--- src/rtl/io_delay_chain_if.sv ---
`default_nettype none
// ============================================================================
// Module      : io_delay_chain_if
// Description : Control, data and status bundle for io_delay_chain.
// Revision    : 1.0 - initial release
// ============================================================================
interface io_delay_chain_if #(
    parameter int WIDTH       = 2,
    parameter int COUNT_WIDTH = 8
);
    logic                   i_Enable;
    logic                   i_Clear;
    logic [WIDTH-1:0]       i_Data;
    logic [WIDTH-1:0]       o_Data;
    logic [WIDTH-1:0]       o_Comb;
    logic                   o_AllHigh;
    logic                   o_Valid;
    logic [COUNT_WIDTH-1:0] o_ChangeCount;
    logic                   o_Saturated;

    modport master (
        output i_Enable, i_Clear, i_Data,
        input  o_Data, o_Comb, o_AllHigh, o_Valid, o_ChangeCount, o_Saturated
    );

    modport slave (
        input  i_Enable, i_Clear, i_Data,
        output o_Data, o_Comb, o_AllHigh, o_Valid, o_ChangeCount, o_Saturated
    );
endinterface
`default_nettype wire

--- src/rtl/io_delay_chain.sv ---
`default_nettype none
// ============================================================================
// Module      : io_delay_chain
// Description : WIDTH-channel enable-gated delay pipeline with per-channel
//               inversion, bypass, fill-valid flag and saturating change count.
// Revision    : 1.0 - initial release
// ============================================================================
module io_delay_chain #(
    parameter int               WIDTH       = 2,
    parameter int               DEPTH       = 3,
    parameter logic [WIDTH-1:0] INVERT_MASK = '0,
    parameter int               COUNT_WIDTH = 8
) (
    input  wire logic        i_Clock,
    input  wire logic        i_Reset_n,
    io_delay_chain_if.slave  bus
);

    localparam int                     c_FILL_W    = $clog2(DEPTH + 1);
    localparam logic [c_FILL_W-1:0]    c_FILL_FULL = c_FILL_W'(DEPTH);
    localparam logic [c_FILL_W-1:0]    c_FILL_LAST = c_FILL_W'(DEPTH - 1);
    localparam logic [COUNT_WIDTH-1:0] c_COUNT_MAX = '1;
    localparam logic [COUNT_WIDTH-1:0] c_COUNT_PRE = c_COUNT_MAX - COUNT_WIDTH'(1);

    logic [DEPTH-1:0][WIDTH-1:0] r_stage;
    logic [c_FILL_W-1:0]         r_fill;
    logic                        r_valid;
    logic [COUNT_WIDTH-1:0]      r_count;
    logic                        r_sat;

    logic [WIDTH-1:0]            w_entry;
    logic [WIDTH-1:0]            w_tail_next;
    logic                        w_change;

    assign w_entry = bus.i_Data ^ INVERT_MASK;

    // Value the last stage will take on an enabled edge; with one stage it is the entry itself.
    generate
        if (DEPTH == 1) begin : g_tail_direct
            assign w_tail_next = w_entry;
        end else begin : g_tail_shift
            assign w_tail_next = r_stage[DEPTH-2];
        end
    endgenerate

    assign w_change = bus.i_Enable && (w_tail_next != r_stage[DEPTH-1]);

    always_ff @(posedge i_Clock or negedge i_Reset_n) begin
        if (!i_Reset_n) begin
            r_stage <= '0;
        end else if (bus.i_Enable) begin
            r_stage[0] <= w_entry;
            for (int k = 1; k < DEPTH; k++) begin
                r_stage[k] <= r_stage[k-1];
            end
        end
    end

    always_ff @(posedge i_Clock or negedge i_Reset_n) begin
        if (!i_Reset_n) begin
            r_fill  <= '0;
            r_valid <= 1'b0;
        end else if (bus.i_Enable && (r_fill != c_FILL_FULL)) begin
            r_fill <= r_fill + c_FILL_W'(1);
            if (r_fill == c_FILL_LAST) begin
                r_valid <= 1'b1;
            end
        end
    end

    // Clear wins over a coincident change event, which is then dropped.
    always_ff @(posedge i_Clock or negedge i_Reset_n) begin
        if (!i_Reset_n) begin
            r_count <= '0;
            r_sat   <= 1'b0;
        end else if (bus.i_Clear) begin
            r_count <= '0;
            r_sat   <= 1'b0;
        end else if (w_change && (r_count != c_COUNT_MAX)) begin
            r_count <= r_count + COUNT_WIDTH'(1);
            if (r_count == c_COUNT_PRE) begin
                r_sat <= 1'b1;
            end
        end
    end

    assign bus.o_Data        = r_stage[DEPTH-1];
    assign bus.o_Comb        = w_entry;
    assign bus.o_AllHigh     = &r_stage[DEPTH-1];
    assign bus.o_Valid       = r_valid;
    assign bus.o_ChangeCount = r_count;
    assign bus.o_Saturated   = r_sat;

endmodule
`default_nettype wire

--- src/flat_wrapper.sv ---
// flat-port wrapper written by rule: the top's interface ports become plain ports
module io_delay_chain_flat 
#(
    parameter int               WIDTH       = 2,
    parameter int               DEPTH       = 3,
    parameter logic [WIDTH-1:0] INVERT_MASK = '0,
    parameter int               COUNT_WIDTH = 8
)
  (i_Clock, i_Reset_n, bus_i_Enable, bus_i_Clear, bus_i_Data, bus_o_Data, bus_o_Comb, bus_o_AllHigh, bus_o_Valid, bus_o_ChangeCount, bus_o_Saturated);
  io_delay_chain_if #(.WIDTH(WIDTH), .COUNT_WIDTH(COUNT_WIDTH)) bus_i ();
  input  wire logic i_Clock;
  input  wire logic i_Reset_n;
  input wire logic [$bits(bus_i.i_Enable)-1:0] bus_i_Enable;
  input wire logic [$bits(bus_i.i_Clear)-1:0] bus_i_Clear;
  input wire logic [$bits(bus_i.i_Data)-1:0] bus_i_Data;
  output wire logic [$bits(bus_i.o_Data)-1:0] bus_o_Data;
  output wire logic [$bits(bus_i.o_Comb)-1:0] bus_o_Comb;
  output wire logic [$bits(bus_i.o_AllHigh)-1:0] bus_o_AllHigh;
  output wire logic [$bits(bus_i.o_Valid)-1:0] bus_o_Valid;
  output wire logic [$bits(bus_i.o_ChangeCount)-1:0] bus_o_ChangeCount;
  output wire logic [$bits(bus_i.o_Saturated)-1:0] bus_o_Saturated;
  assign bus_i.i_Enable = bus_i_Enable;
  assign bus_i.i_Clear = bus_i_Clear;
  assign bus_i.i_Data = bus_i_Data;
  assign bus_o_Data = bus_i.o_Data;
  assign bus_o_Comb = bus_i.o_Comb;
  assign bus_o_AllHigh = bus_i.o_AllHigh;
  assign bus_o_Valid = bus_i.o_Valid;
  assign bus_o_ChangeCount = bus_i.o_ChangeCount;
  assign bus_o_Saturated = bus_i.o_Saturated;
  io_delay_chain #(.WIDTH(WIDTH), .DEPTH(DEPTH), .INVERT_MASK(INVERT_MASK), .COUNT_WIDTH(COUNT_WIDTH)) u_core (.i_Clock(i_Clock), .i_Reset_n(i_Reset_n), .bus(bus_i));
endmodule
--- config.mk ---
export PLATFORM = sky130hd
export DESIGN_NAME = io_delay_chain_flat
export DESIGN_NICKNAME = d
export VERILOG_FILES = /design/src/rtl/io_delay_chain_if.sv /design/src/rtl/io_delay_chain.sv /design/src/flat_wrapper.sv
export SDC_FILE = /design/constraint.sdc
export NUM_CORES = 1
export LEC_CHECK = 0
export ABC_AREA = 1
export CAP_MARGIN = 20
export CORE_MARGIN = 2
export CORE_UTILIZATION = 53
export CTS_CLUSTER_SIZE = 14
export DETAILED_ROUTE_END_ITERATION = 10
export PLACE_DENSITY = 0.82
export SLEW_MARGIN = 40
export SYNTH_ARGS = -nofsm -noshare
export SYNTH_HDL_FRONTEND = slang
export SYNTH_SLANG_ARGS = --single-unit
--- constraint.sdc ---
create_clock -name i_Clock -period 2.5 [get_ports i_Clock]
set_input_delay 0.625 -clock i_Clock [delete_from_list [all_inputs] [get_ports i_Clock]]
set_output_delay 0.625 -clock i_Clock [all_outputs]
set_load 0.005 [all_outputs]
==> results of run 1 <==
[where the power goes]
group	switching (W)	total (W)	internal, W
clock	0.0000995	0.000189	0.0000890
combinational	0.0000961	0.000190	0.0000943
sequential	0.0000409	0.000374	0.000333
total	0.000237	0.000753	0.000516
[metrics by stage]
step | cells | hold slack (ps) | setup WS (ps) | cell area, sq um | util
2_1_floorplan | 132 | 329 | 1140 | 1020 | -
3_3_place_gp | 172 | 446 | 281 | 1210 | 0.688
3_5_place_dp | 172 | 467 | 263 | 1210 | 0.688
4_1_cts | 176 | 495 | 263 | 1250 | 0.709
5_1_grt | 176 | 502 | 248 | 1250 | 0.709
6_report | 176 | 490 | 264 | 1250 | 0.709
[path summary, 6_finish.rpt]
check	start	end	slack [ps]	cells past startpoint
hold / removal	u_core.bus.o_Valid$_DFFE_PN0P_	u_core.bus.o_Valid$_DFFE_PN0P_	490	1
hold reg to reg	u_core.bus.o_Valid$_DFFE_PN0P_	u_core.bus.o_Valid$_DFFE_PN0P_	490	1
setup / recovery	bus_i_Data[1]	bus_o_Comb[1]	260	2
max in group asynchronous	i_Reset_n	u_core.w_tail_next[0]$_DFFE_PN0P_	1670	2
setup reg to reg	u_core.bus.o_ChangeCount[0]$_DFFE_PN0P_	u_core.bus.o_ChangeCount[7]$_DFFE_PN0P_	810	9
min in group asynchronous	i_Reset_n	u_core.bus.o_ChangeCount[5]$_DFFE_PN0P_	630	2
[area by class of cell]
class,instances,area share
Inverter,18,0.0541
Multi-Input combinational cell,89,0.359
Timing Repair Buffer,22,0.172
Tap cell,25,0.0250
Clock buffer,4,0.0290
Sequential cell,18,0.360
[cell usage in the layout, fill, tap and decap left out, drive strengths merged]
master	count
nand2	51
buf	2
clkbuf	4
inv	18
nand3	9
ha	4
o21ai	5
a21oi	2
xor2	1
a21o	1
nand4	1
dfrtp	18
clkdlybuf4s50	20
nor2	11
xnor2	4
[routing by layer]
layer  up-vias  wire length [um]  global-route usage
li1        432                 -                   -
met1       377               904               0.269
met2        20               986               0.341
met3         5                88              0.0377
met4         0                42              0.0973
met5         -                 0                   0
[flip-flops by register name, summed over array words and instances (netlist names)]
name	cells
u_core.r_fill	2
u_core.bus.o_ChangeCount	8
u_core.r_stage	2
u_core.w_tail_next	2
u_core.bus.o_Valid	1
u_core.bus.o_Data	2
u_core.bus.o_Saturated	1
[logic make-up after synthesis]
family	after synthesis
buf+inv	25
flops	18
fa+ha+maj	4
xor+xnor	5
compound gates	8
simple gates	72
==> metrics.yaml, run 1 <==
critical_path:
  cp_slowest_stage_delay_ps: 510
  worst_path_most_repeated_cell: "clkdlybuf4s50_1"
  end_kind: "primary output"
  worstPathRequired_ps: 1880
  critPathKind: "in -> out"
  slowest_stage: "clkdlybuf4s50_1"
  cp_num_buf_inv: 2
  crit_path_start_kind: "input port"
  cp_max_fo: 2
  path_cells: "clkdlybuf4s50_1, clkdlybuf4s50_1"
  crit_family: "buffers and inverters"
  crit_arrival_ps: 1610
power:
  total_power_w: 0.000753
  p_leak_nw: 0.644
  p_per_area_nw_per_um2: 602
  vdd.ir_drop.worst_mv: 0.487
drt:
  dr.pass1.iters: 5
  ant_nets: 0
  postRouteWirelength_mm: 2.02
  vias: 834
  drc: 0
  initialDrtViolationCount: 18
  wl_per_cell_um: 11.5
  viasPerCell: 4.74
global_routing:
  grtUsageTotal: 0.209
  grt_max_degree: 19
  grt_pass1_wl_mm: 3.22
  grt_overflow: 0
  grt_pass1_vias: 731
  antenna_found_initial: 0
yosys:
  synth-edff-count: 0
  netlist_top_cells_area: "dfrtp_1, nand2_1, inv_1"
  synth_compound_area_frac: 0.0455
  ys.flop_type: "dfrtp_1"
  yosys.area.top_type_share: 0.443
  synthSimpleGateAreaFrac: 0.304
  async_flop_share: 1.00
  synth_area_sq_um: 1020
  ys_seq_area_frac: 0.443
  synth.distinct_cells: 21
  synth_top_family_by_area: "simple AND/OR/NAND/NOR gates"
  synth_most_common_cell: "nand2_1"
  synthAdderAreaFrac: 0.0492
  ys_ff_latch: 18
  synth_fp_nets: 142
  yosysWarnings: 0
  synth_area_leader_cell: "dfrtp_1"
  syn-instance-count: 132
  synthMuxAreaShare: 0
  avgSynthCellArea_sq_um: 7.71
  synthTopCellsByCount: "nand2_1, dfrtp_1, inv_1"
  synth_xor_area_frac: 0.0431
layout:
  syn2layout_area_growth_pct: 22.9
  diodes: 0
  fin_nets: 162
  n_fill_cell: 145
  drive_above_1_share: 0.0927
  regArea_sq_um: 450
  multiInputGateArea_sq_um: 449
floorplanning:
  core_sq_um: 1760
  die_area_sq_um: 2290
  num_rows: 15
  die_w_um: 47.8
  dieHeight_um: 47.8
  pin_count: 21
  initial_utilization: 0.577
cts:
  cts_buffer_depth: 2
  clock-sinks: 18
  cts_buffers: 3
  postCtsHoldBufs: 0
  cts_resized: 0
  clk-insertion-delay-late_ps: 310
  cts-root-buf: "clkbuf_4"
  cts_tree: "yes"
  ctsHtreeMaxLevel: 1
  post_cts_buffers: 0
  path_clk_slew_ps: 100
run_status:
  status: "finished, final reports clean"
placement:
  routabilityCongestion: 0.780
  hpwl_mm: 1.40
  io_buffers: 20
sta:
  relSlewSlack: 0.815
  min_period_ps: 2240
  tns_ps: 0
  grt_setup_unrepaired: "false"
  finClkSkew_ps: 6.11
  fin_crit_sh: 0.894
  setup_viol_count_final: 0
  worst_slew_pin_slew_ps: 277
  hold_violations: 0
  drv_slew: 0
  fmax_mhz: 447
flow_run:
  drv_cap: 0
worst_hold_path:
  hp-class: "reg -> reg"
Power figures use the tool's default switching activity.
==> run 2, diff against run 1 <==
--- a/config.mk
+++ b/config.mk
@@ -12,6 +12,8 @@
 export CTS_CLUSTER_SIZE = 14
 export DETAILED_ROUTE_END_ITERATION = 10
 export PLACE_DENSITY = 0.82
+export RECOVER_POWER = 25
+export SKIP_CTS_REPAIR_TIMING = 1
 export SLEW_MARGIN = 40
 export SYNTH_ARGS = -nofsm -noshare
 export SYNTH_HDL_FRONTEND = slang
==> run 2 against run 1 <==
  * Fmax hardly changed
  * Combinational power barely moved
  * Via count grew 0.36%
  * Sequential share of layout area is 0.11 points higher
  * Sequential power barely moved
  * Utilization decreased by 0.21 points
  * Sequential cell count is the same
  * Critical endpoint unchanged
==> metrics.yaml, run 2 (synthesized netlist as in run 1, its figures left out) <==
run_status:
  status: "finished, final reports clean"  # unchanged
critical_path:
  rr_worst_depth: 9  # unchanged
  path_cells: "clkdlybuf4s50_1, clkdlybuf4s50_1"  # unchanged
  cp_slowest_stage_delay_ps: 510  # about the same
  crit_arrival_ps: 1610  # about the same
  critPathKind: "in -> out"  # unchanged
  crit_path_start_kind: "input port"  # unchanged
  crit_family: "buffers and inverters"  # unchanged
  cp_max_fo: 2  # unchanged
  worst_path_most_repeated_cell: "clkdlybuf4s50_1"  # unchanged
  end_kind: "primary output"  # unchanged
  slowest_stage: "clkdlybuf4s50_1"  # unchanged
  r2r_slack_ps: 810  # about the same
  cp_num_buf_inv: 2  # unchanged
  cp.depth: 2  # unchanged
  worstPathRequired_ps: 1880  # about the same
global_routing:
  antenna_found_initial: 0  # unchanged
  grt_max_degree: 19  # unchanged
  grtUsageTotal: 0.209  # unchanged
  grt_pass1_vias: 731  # unchanged
  grt_overflow: 0  # unchanged
  grt_pass1_wl_mm: 3.22  # unchanged
cts:
  cts_buffers: 3  # unchanged
  cts_buffer_depth: 2  # unchanged
  cts-root-buf: "clkbuf_4"  # unchanged
  cts_tree: "yes"  # unchanged
  path_clk_slew_ps: 100  # about the same
  clk-insertion-delay-late_ps: 310  # about the same
  ctsHtreeMaxLevel: 1  # unchanged
  clock-sinks: 18  # unchanged
sta:
  hold_violations: 0  # unchanged
  setup_viol_count_final: 0  # unchanged
  worst_slew_pin_slew_ps: 973  # was 277 ps
  relSlewSlack: 0.351  # was 0.815
  grt_setup_unrepaired: "false"  # unchanged
  drv_slew: 0  # unchanged
  min_period_ps: 2240  # about the same
  fmax_mhz: 447  # about the same
  finClkSkew_ps: 6.30  # was 6.11 ps
  fin_crit_sh: 0.895  # was 0.894
  tns_ps: 0  # unchanged
drt:
  drc: 0  # unchanged
  viasPerCell: 4.76  # was 4.74
  wl_per_cell_um: 11.5  # about the same
  ant_nets: 0  # unchanged
  dr.pass1.iters: 4  # was 5
  initialDrtViolationCount: 18  # unchanged
  postRouteWirelength_mm: 2.02  # about the same
  vias: 837  # was 834
layout:
  post-route-util: 0.706  # was 0.709
  largest_reg_flops: 8  # unchanged
  fin_nets: 162  # unchanged
  final_cell_mix: "nand2_1, clkdlybuf4s50_1, inv_1, dfrtp_1, nor2_1"  # unchanged
  diodes: 0  # unchanged
  final_cells: 176  # unchanged
  syn2layout_area_growth_pct: 22.5  # was 22.9%
  final_common_cell: "nand2_1"  # unchanged
  drive_above_1_share: 0.0861  # was 0.0927
floorplanning:
  dieHeight_um: 47.8  # unchanged
  core_sq_um: 1760  # unchanged
  die_w_um: 47.8  # unchanged
  num_rows: 15  # unchanged
  initial_utilization: 0.577  # unchanged
  die_area_sq_um: 2290  # unchanged
  pin_count: 21  # unchanged
worst_hold_path:
  hp-class: "reg -> reg"  # unchanged
  hold_depth: 1  # unchanged
placement:
  io_buffers: 20  # unchanged
  routabilityCongestion: 0.780  # unchanged
  dp.cells: 172  # unchanged
  hpwl_mm: 1.40  # unchanged
power:
  p_per_area_nw_per_um2: 603  # was 602 nW/um^2
  p_leak_nw: 0.641  # was 0.644 nW
  vdd.ir_drop.worst_mv: 0.486  # was 0.487 mV
  total_power_w: 0.000752  # was 0.000753 W
flow_run:
  drv_cap: 0  # unchanged
## run 2: cell count changes in the layout (fill, tap and decap cells not counted)
cell / previous run / this run
buf_4: 2 / 1
clkbuf_1: 0 / 1
clkdlybuf4s50_1: 20 / 19
dlygate4sd3_1: 0 / 1
## run 2: worst paths after layout
kind                                                         startpoint                                       to
worst min register to register           u_core.bus.o_Valid$_DFFE_PN0P_           u_core.bus.o_Valid$_DFFE_PN0P_
worst min-delay path                     u_core.bus.o_Valid$_DFFE_PN0P_           u_core.bus.o_Valid$_DFFE_PN0P_
max in group asynchronous                                     i_Reset_n        u_core.w_tail_next[0]$_DFFE_PN0P_
min in group asynchronous                                     i_Reset_n  u_core.bus.o_ChangeCount[5]$_DFFE_PN0P_
worst max-delay path                                      bus_i_Data[1]                            bus_o_Comb[1]
worst max register to register  u_core.bus.o_ChangeCount[0]$_DFFE_PN0P_  u_core.bus.o_ChangeCount[7]$_DFFE_PN0P_
## run 2: power by group
group / switching, W / leakage [nW] / internal (W)
Sequential: 0.0000411 / 0.227 / 0.000333
Clock: 0.0000993 / 0.0210 / 0.0000890
Combinational: 0.0000960 / 0.393 / 0.0000933
Total: 0.000236 / 0.641 / 0.000515
## run 2: final cells by class
cell class / instances / area [sq um]
clock buffer: 4 / 36.3
fill: 145 / 518
inverter: 18 / 67.6
multi-input combinational: 89 / 449
sequential: 18 / 450
tap: 25 / 31.3
timing repair buffer: 22 / 211
## run 2: layer usage
layer / wire [um] / share of wire / global-route usage
met1: 903 / 0.45 / 0.269
met4: 42 / 0.021 / 0.0973
met3: 88 / 0.044 / 0.0377
met2: 985 / 0.49 / 0.341
met5: 0 / 0 / 0
## run 2: through the flow
step	cell area [sq um]	worst slack (ps)	hold WS [ps]
floorplan	1020	1140	329
global placement	1210	281	446
detailed placement	1210	263	467
CTS	1250	263	495
global route	1250	248	502
finish	1250	263	491
==> run 3, diff against run 2 <==
--- a/config.mk
+++ b/config.mk
@@ -7,7 +7,6 @@
 export LEC_CHECK = 0
 export ABC_AREA = 1
 export CAP_MARGIN = 20
-export CORE_MARGIN = 2
 export CORE_UTILIZATION = 53
 export CTS_CLUSTER_SIZE = 14
 export DETAILED_ROUTE_END_ITERATION = 10
==> constraint.sdc (replaced) <==
create_clock -name i_Clock -period 2.7 [get_ports i_Clock]
set_input_delay 0.675 -clock i_Clock [delete_from_list [all_inputs] [get_ports i_Clock]]
set_output_delay 0.675 -clock i_Clock [all_outputs]
set_load 0.005 [all_outputs]
==> run 3 against run 2 <==
  * Clock power down 9.6%
  * Cell count down 1.1%
  * Critical path depth unchanged
  * Non-clock buffer count down 2
  * Sequential share of layout area up 0.52 points
  * Wire length down 8.4%
==> metrics.yaml, run 3 (synthesized netlist as in run 1, its figures left out) <==
run_status:
  status: "finished, final reports clean"  # unchanged
layout:
  n_fill_cell: 164  # was 145
  post-route-util: 0.696  # was 0.706
  diodes: 0  # unchanged
  syn2layout_area_growth_pct: 20.8  # was 22.5%
  drive_above_1_share: 0.0805  # was 0.0861
  final_cell_mix: "nand2_1, clkdlybuf4s50_1, inv_1, dfrtp_1, nor2_1"  # unchanged
  fin_nets: 160  # was 162
  largest_reg_flops: 8  # unchanged
  final_cells: 174  # was 176
  final_common_cell: "nand2_1"  # unchanged
critical_path:
  crit_path_start: "bus_i_Data[1]"  # unchanged
  worstPathRequired_ps: 2030  # was 1880 ps
  rr_worst_depth: 9  # unchanged
  critPathKind: "in -> out"  # unchanged
  cp_slowest_stage_delay_ps: 520  # was 510 ps
  crit_family: "buffers and inverters"  # unchanged
  crit_arrival_ps: 1680  # was 1610 ps
  r2r_slack_ps: 1050  # was 810 ps
  cp.depth: 2  # unchanged
  end_kind: "primary output"  # unchanged
  crit_path_start_kind: "input port"  # unchanged
  path_cells: "clkdlybuf4s50_1, clkdlybuf4s50_1"  # unchanged
  r2r_end: "u_core.bus.o_ChangeCount[7]$_DFFE_PN0P_"  # unchanged
  r2r_start: "u_core.bus.o_ChangeCount[0]$_DFFE_PN0P_"  # unchanged
  cp-endpoint: "bus_o_Comb[1]"  # unchanged
  cp_num_buf_inv: 2  # unchanged
  slowest_stage: "clkdlybuf4s50_1"  # unchanged
  worst_path_most_repeated_cell: "clkdlybuf4s50_1"  # unchanged
  cp_max_fo: 2  # unchanged
sta:
  hold_violations: 0  # unchanged
  min_period_ps: 2350
  drv_slew: 0  # unchanged
  setup_viol_count_final: 0  # unchanged
  finalWorstSetupSlack_ps: 347  # was 263 ps
  grt_setup_unrepaired: "false"  # unchanged
  tns_ps: 0  # unchanged
  worst_slew_pin_slew_ps: 946  # was 973 ps
  finClkSkew_ps: 5.39  # was 6.30 ps
  relSlewSlack: 0.369  # was 0.351
  fmax_mhz: 425
  fin_crit_sh: 0.872
power:
  pwr-share-seq: 0.502  # was 0.498
  pwr-share-clk: 0.249  # was 0.251
  p_leak_nw: 0.632  # was 0.641 nW
  vdd.ir_drop.worst_mv: 0.502  # was 0.486 mV
  switchingPower_w: 0.000211  # was 0.000236 W
  switching_share: 0.307  # was 0.315
  p_int_w: 0.000475  # was 0.000515 W
  p_comb_frac: 0.250  # was 0.252
  p_per_area_nw_per_um2: 558  # was 603 nW/um^2
placement:
  routabilityCongestion: 0.752  # was 0.780
  io_buffers: 20  # unchanged
  dp.cells: 170  # was 172
  dp_slack_ps: 351  # was 263 ps
  hpwl_mm: 1.35  # was 1.40 mm
cts:
  ctsHtreeMaxLevel: 1  # unchanged
  cts_tree: "yes"  # unchanged
  cts_buffers: 3  # unchanged
  path_clk_slew_ps: 110  # was 100 ps
  cts-root-buf: "clkbuf_4"  # unchanged
  clock-sinks: 18  # unchanged
  clk-insertion-delay-late_ps: 300  # was 310 ps
  cts_buffer_depth: 2  # unchanged
floorplanning:
  die_area_sq_um: 2100  # was 2290 sq um
  pin_count: 21  # unchanged
  initial_utilization: 0.577  # unchanged
  core_sq_um: 1760  # unchanged
  num_rows: 15  # unchanged
  die_w_um: 45.8  # was 47.8 um
  dieHeight_um: 45.8  # was 47.8 um
drt:
  initialDrtViolationCount: 17  # was 18
  ant_nets: 0  # unchanged
  drc: 0  # unchanged
  viasPerCell: 4.78  # was 4.76
  vias: 831  # was 837
  postRouteWirelength_mm: 1.85  # was 2.02 mm
  wl_per_cell_um: 10.6  # was 11.5 um
  dr.pass1.iters: 4  # unchanged
global_routing:
  grt_overflow: 0  # unchanged
  grtUsageTotal: 0.210  # was 0.209
  grt_pass1_wl_mm: 3.08  # was 3.22 mm
  grt_pass1_vias: 748  # was 731
  grt_max_degree: 19  # unchanged
  antenna_found_initial: 0  # unchanged
flow_run:
  drv_cap: 0  # unchanged
worst_hold_path:
  hp-class: "in -> async"  # was reg -> reg
[run 3: changes by cell type in the layout (fill, tap and decap cells not counted)]
cell           before  now
buf_4               1    0
dlygate4sd3_1       1    0
[run 3: per-stage QoR]
stage	power (W)	cell area [sq um]	hold WS, ps
global route	0.000731	1230	483
finish	0.000686	1230	475
floorplan	0.000454	1020	379
global placement	0.000511	1200	447
detailed placement	0.000523	1200	446
CTS	0.000693	1230	475
[run 3: how the worst min path moves through the flow]
stage                                    from                                       to  slack (ps)
2_1_floorplan                       i_Reset_n  u_core.bus.o_ChangeCount[0]$_DFFE_PN0P_         380
3_3_place_gp   u_core.bus.o_Valid$_DFFE_PN0P_           u_core.bus.o_Valid$_DFFE_PN0P_         450
3_5_place_dp   u_core.bus.o_Valid$_DFFE_PN0P_           u_core.bus.o_Valid$_DFFE_PN0P_         450
4_1_cts        u_core.bus.o_Valid$_DFFE_PN0P_           u_core.bus.o_Valid$_DFFE_PN0P_         470
5_1_grt        u_core.bus.o_Valid$_DFFE_PN0P_           u_core.bus.o_Valid$_DFFE_PN0P_         480
6_report                            i_Reset_n  u_core.bus.o_ChangeCount[0]$_DFFE_PN0P_         480
[run 3: cell type report]
cell class,instances,area (sq um),share of cell area
clock buffer,4,36.3,0.0295
inverter,18,67.6,0.0550
multi-input combinational,89,449,0.366
sequential,18,450,0.367
tap,25,31.3,0.0255
timing repair buffer,20,194,0.158
[run 3: power groups by stage]
stage / Sequential, W / Clock [W] / Combinational [W]
4_1_cts: 0.000344 / 0.000174 / 0.000175
6_report: 0.000344 / 0.000170 / 0.000171
3_5_place_dp: 0.000349 / 0 / 0.000173
3_3_place_gp: 0.000347 / 0 / 0.000164
5_1_grt: 0.000351 / 0.000181 / 0.000199
2_1_floorplan: 0.000344 / 0 / 0.000109
[run 3: per-layer routing]
metal  vias to the layer above  track usage  wire length, um
met3                         7       0.0317               65
met1                       375        0.263              888
met2                        21        0.337              842
met5                         -            0                0
met4                         0        0.135               54
li1                        428            -                -
==> patch (flow settings as in run 2) <==
`COUNT_WIDTH` is set to 8 in 3 places; all go to 6.
--- a/src/rtl/io_delay_chain_if.sv
+++ b/src/rtl/io_delay_chain_if.sv
@@ -6,7 +6,7 @@
 // ============================================================================
 interface io_delay_chain_if #(
     parameter int WIDTH       = 2,
-    parameter int COUNT_WIDTH = 8
+    parameter int COUNT_WIDTH = 6
 );
     logic                   i_Enable;
     logic                   i_Clear;
--- a/src/rtl/io_delay_chain.sv
+++ b/src/rtl/io_delay_chain.sv
@@ -9,7 +9,7 @@
     parameter int               WIDTH       = 2,
     parameter int               DEPTH       = 3,
     parameter logic [WIDTH-1:0] INVERT_MASK = '0,
-    parameter int               COUNT_WIDTH = 8
+    parameter int               COUNT_WIDTH = 6
 ) (
     input  wire logic        i_Clock,
     input  wire logic        i_Reset_n,
--- a/src/flat_wrapper.sv
+++ b/src/flat_wrapper.sv
@@ -4,7 +4,7 @@
     parameter int               WIDTH       = 2,
     parameter int               DEPTH       = 3,
     parameter logic [WIDTH-1:0] INVERT_MASK = '0,
-    parameter int               COUNT_WIDTH = 8
+    parameter int               COUNT_WIDTH = 6
 )
   (i_Clock, i_Reset_n, bus_i_Enable, bus_i_Clear, bus_i_Data, bus_o_Data, bus_o_Comb, bus_o_AllHigh, bus_o_Valid, bus_o_ChangeCount, bus_o_Saturated);
   io_delay_chain_if #(.WIDTH(WIDTH), .COUNT_WIDTH(COUNT_WIDTH)) bus_i ();
Ports: changed (resized bus_o_ChangeCount); port bits go from 21 to 19. The function was not compared with the original's and may differ.
==> patch against run 2 <==
- setup slack gained 0.0058 ns
- critical endpoint is now bus_o_Comb[0]
- sequential cell count shrank 2
- routed wire length shrank 25%
- critical path type unchanged
- synthesized cell count shrank 16%
- via count shrank 14%
- synthesized area shrank 12%
- design area shrank 14%
- total power shrank 20%
- register-to-register slack gained 0.35 ns
- largest power group unchanged
==> patch: results (changes against run 2) <==
Placed design
  – Port Buf Inserts: 18 (-10%)
  – HPWL after detailed placement: 1.15 mm (-17%)
  – Placer Congestion: 0.817 (+4.7%)
  – Setup slack after placement: 0.267 ns (+0.00441 ns)

Worst setup path
  – CP Max Fanout: 2 (unchanged)
  – Slowest cell delay on critical path: about 0.50 ns
  – CP max-delay cell: clkdlybuf4s50_1
  – Top delay family on crit path: buffers and inverters
  – Critical Path Source: bus_i_Data[0]
  – FF-to-FF Start: u_core.bus.o_ChangeCount[0]
  – Data arrival, critical path: 1.61 ns (about the same)

Power and ir drop
  – Peak VDD IR: 0.429 mV (-12%)
  – Leak: 0.563 nW (-12%)

Synthesis
  – Fraction of the mapped netlist area in compound gates: 0.0655 (+0.0199)
  – Synth Area in XOR/XNOR: 0.0390 (-0.00405)
  – Yosys warning total: 0 (unchanged)
  – Yosys reg bits: 16 (-2)
  – Share of flip-flops with an asynchronous set or reset: 1.00 (unchanged)
  – Distinct cells, synth: 20 (-4.8%)
  – Syn_nets: 121 (-15%)
  – Adder-cell share of the synthesized area: 0.0557 (+0.00651)
  – Ranking of synthesized cells by area: dfrtp_1 (45%), nand2_1 (13%), nand3_1 (7.2%)
  – Mux share of post-synthesis cell area: 0 (unchanged)
  – Most common library cells after synthesis: nand2_1 (32), dfrtp_1 (16), nand3_1 (13)
  – Sequential fraction of the synthesis area: 0.446 (+0.00288)

Cells and area
  – Fraction of layout cells with a size suffix above 1: 0.103 (+0.0171)
  – Antenna Cells: 0 (unchanged)
  – Max reg flops: 6 (-2)
  – FILL cells: 131 (-9.7%)
  – Fin nets: 138 (-15%)

Global route
  – Largest net degree at the start of global routing: 17 (-2)
  – Vias in the first global route: 620 (-15%)
  – Total Routing Usage GR: 0.177 (-0.0329)
  – Antenna violations before repair: 0 (unchanged)
  – First-pass GRT wire length: 2.56 mm (-20%)

Clocking
  – Root Driver: clkbuf_4
  – CTS H-tree lvls: 1 (unchanged)
  – Number of buffers created by CTS: 3 (unchanged)
  – Clock tree buffer depth: 2 (unchanged)
  – Skew-Pair Late Insertion Delay: 0.28 ns (-0.03 ns)
  – Reg clk slew, reported paths: 0.09 ns

Timing
  – Slew Limit Headroom: 0.430 (+0.0787)
  – Final Skew: 0.00112 ns (-0.00518 ns)

Drt
  – DR iter-0 viols: 12 (-6)
  – Drt first pass iters: 5 (+1)
  – Vias: 717 (-14%)
  – Drt total wl: 1.51 mm (-25%)

Hold path
  – Worst min path class: in2async

Status
  – Status: finished clean
patch: changes by cell type in the layout (fill, tap and decap cells not counted), sizes merged, moves of 2 or more:
cell           delta
nor2              -3
inv               -5
xnor2             -4
dfrtp             -2
xor2              +3
clkdlybuf4s50     -2
nand2            -16
nand3             +5
patch: worst paths after layout:
| path | cells after the start | slack, ns | end |
|---|---|---|---|
| worst min-delay path | 1 | 0.42 | u_core.r_fill[1] |
| min in group i_Clock | 1 | 0.47 | u_core.bus.o_Valid |
| max in group asynchronous | 1 | 1.55 | u_core.r_stage[0] |
| worst min register to register | 1 | 0.47 | u_core.bus.o_Valid |
| worst max register to register | 6 | 1.16 | u_core.bus.o_ChangeCount[0] |
| worst max-delay path | 2 | 0.27 | bus_o_Comb[0] |
patch: kinds of logic after synthesis:
kind of cell,after synthesis
AO/OA/AOI/OAI,10
buffers and inverters,19
adder cells (fa/ha/maj),4
flip-flops,16
XOR/XNOR,4
AND/OR/NAND/NOR,58
patch: routing by layer:
| layer | GRT usage | part of all wire | routed length (µm) |
|---|---|---|---|
| met1 | 0.236 | 0.48 | 731 |
| met2 | 0.280 | 0.47 | 705 |
| met3 | 0.0480 | 0.046 | 70 |
| met4 | 0.0529 | 0.0026 | 4 |
| met5 | 0 | 0 | 0 |
patch: area by class of cell:
class / instances / area [µm²] / share of cell area
repair buffers: 18 / 174 / 0.162
clock buffers: 3 / 22.5 / 0.0209
inverters: 13 / 48.8 / 0.0453
well taps: 16 / 20.0 / 0.0186
flip-flops and latches: 16 / 400 / 0.372
multi-input cells: 76 / 410 / 0.381
patch: power by group:
| group | internal (mW) | total [mW] | switching, mW | leakage (nW) |
|---|---|---|---|---|
| Clock | 0.0558 | 0.131 | 0.0751 | 0.0138 |
| Combinational | 0.0699 | 0.148 | 0.0785 | 0.346 |
| Sequential | 0.291 | 0.322 | 0.0308 | 0.203 |
| Total | 0.417 | 0.601 | 0.184 | 0.563 |
patch: stage by stage:
step           cells  total power, mW  cell area (µm²)   util  hold WS, ns
2_1_floorplan    111            0.428              898      -        0.329
3_3_place_gp     139            0.473             1060  0.688        0.445
3_5_place_dp     139            0.480             1060  0.688        0.447
4_1_cts          142            0.613             1080  0.702        0.472
5_1_grt          142            0.650             1080  0.698        0.486
6_report         142            0.601             1080  0.698        0.425
patch: worst reg2reg max path: cells and delay by family, from the launching register on:
family | cells | cell delay [ns]
AND/OR/NAND/NOR | 4 | 0.52
AO/OA/AOI/OAI | 1 | 0.06
flip-flops | 1 | 0.45
adder cells (fa/ha/maj) | 1 | 0.26
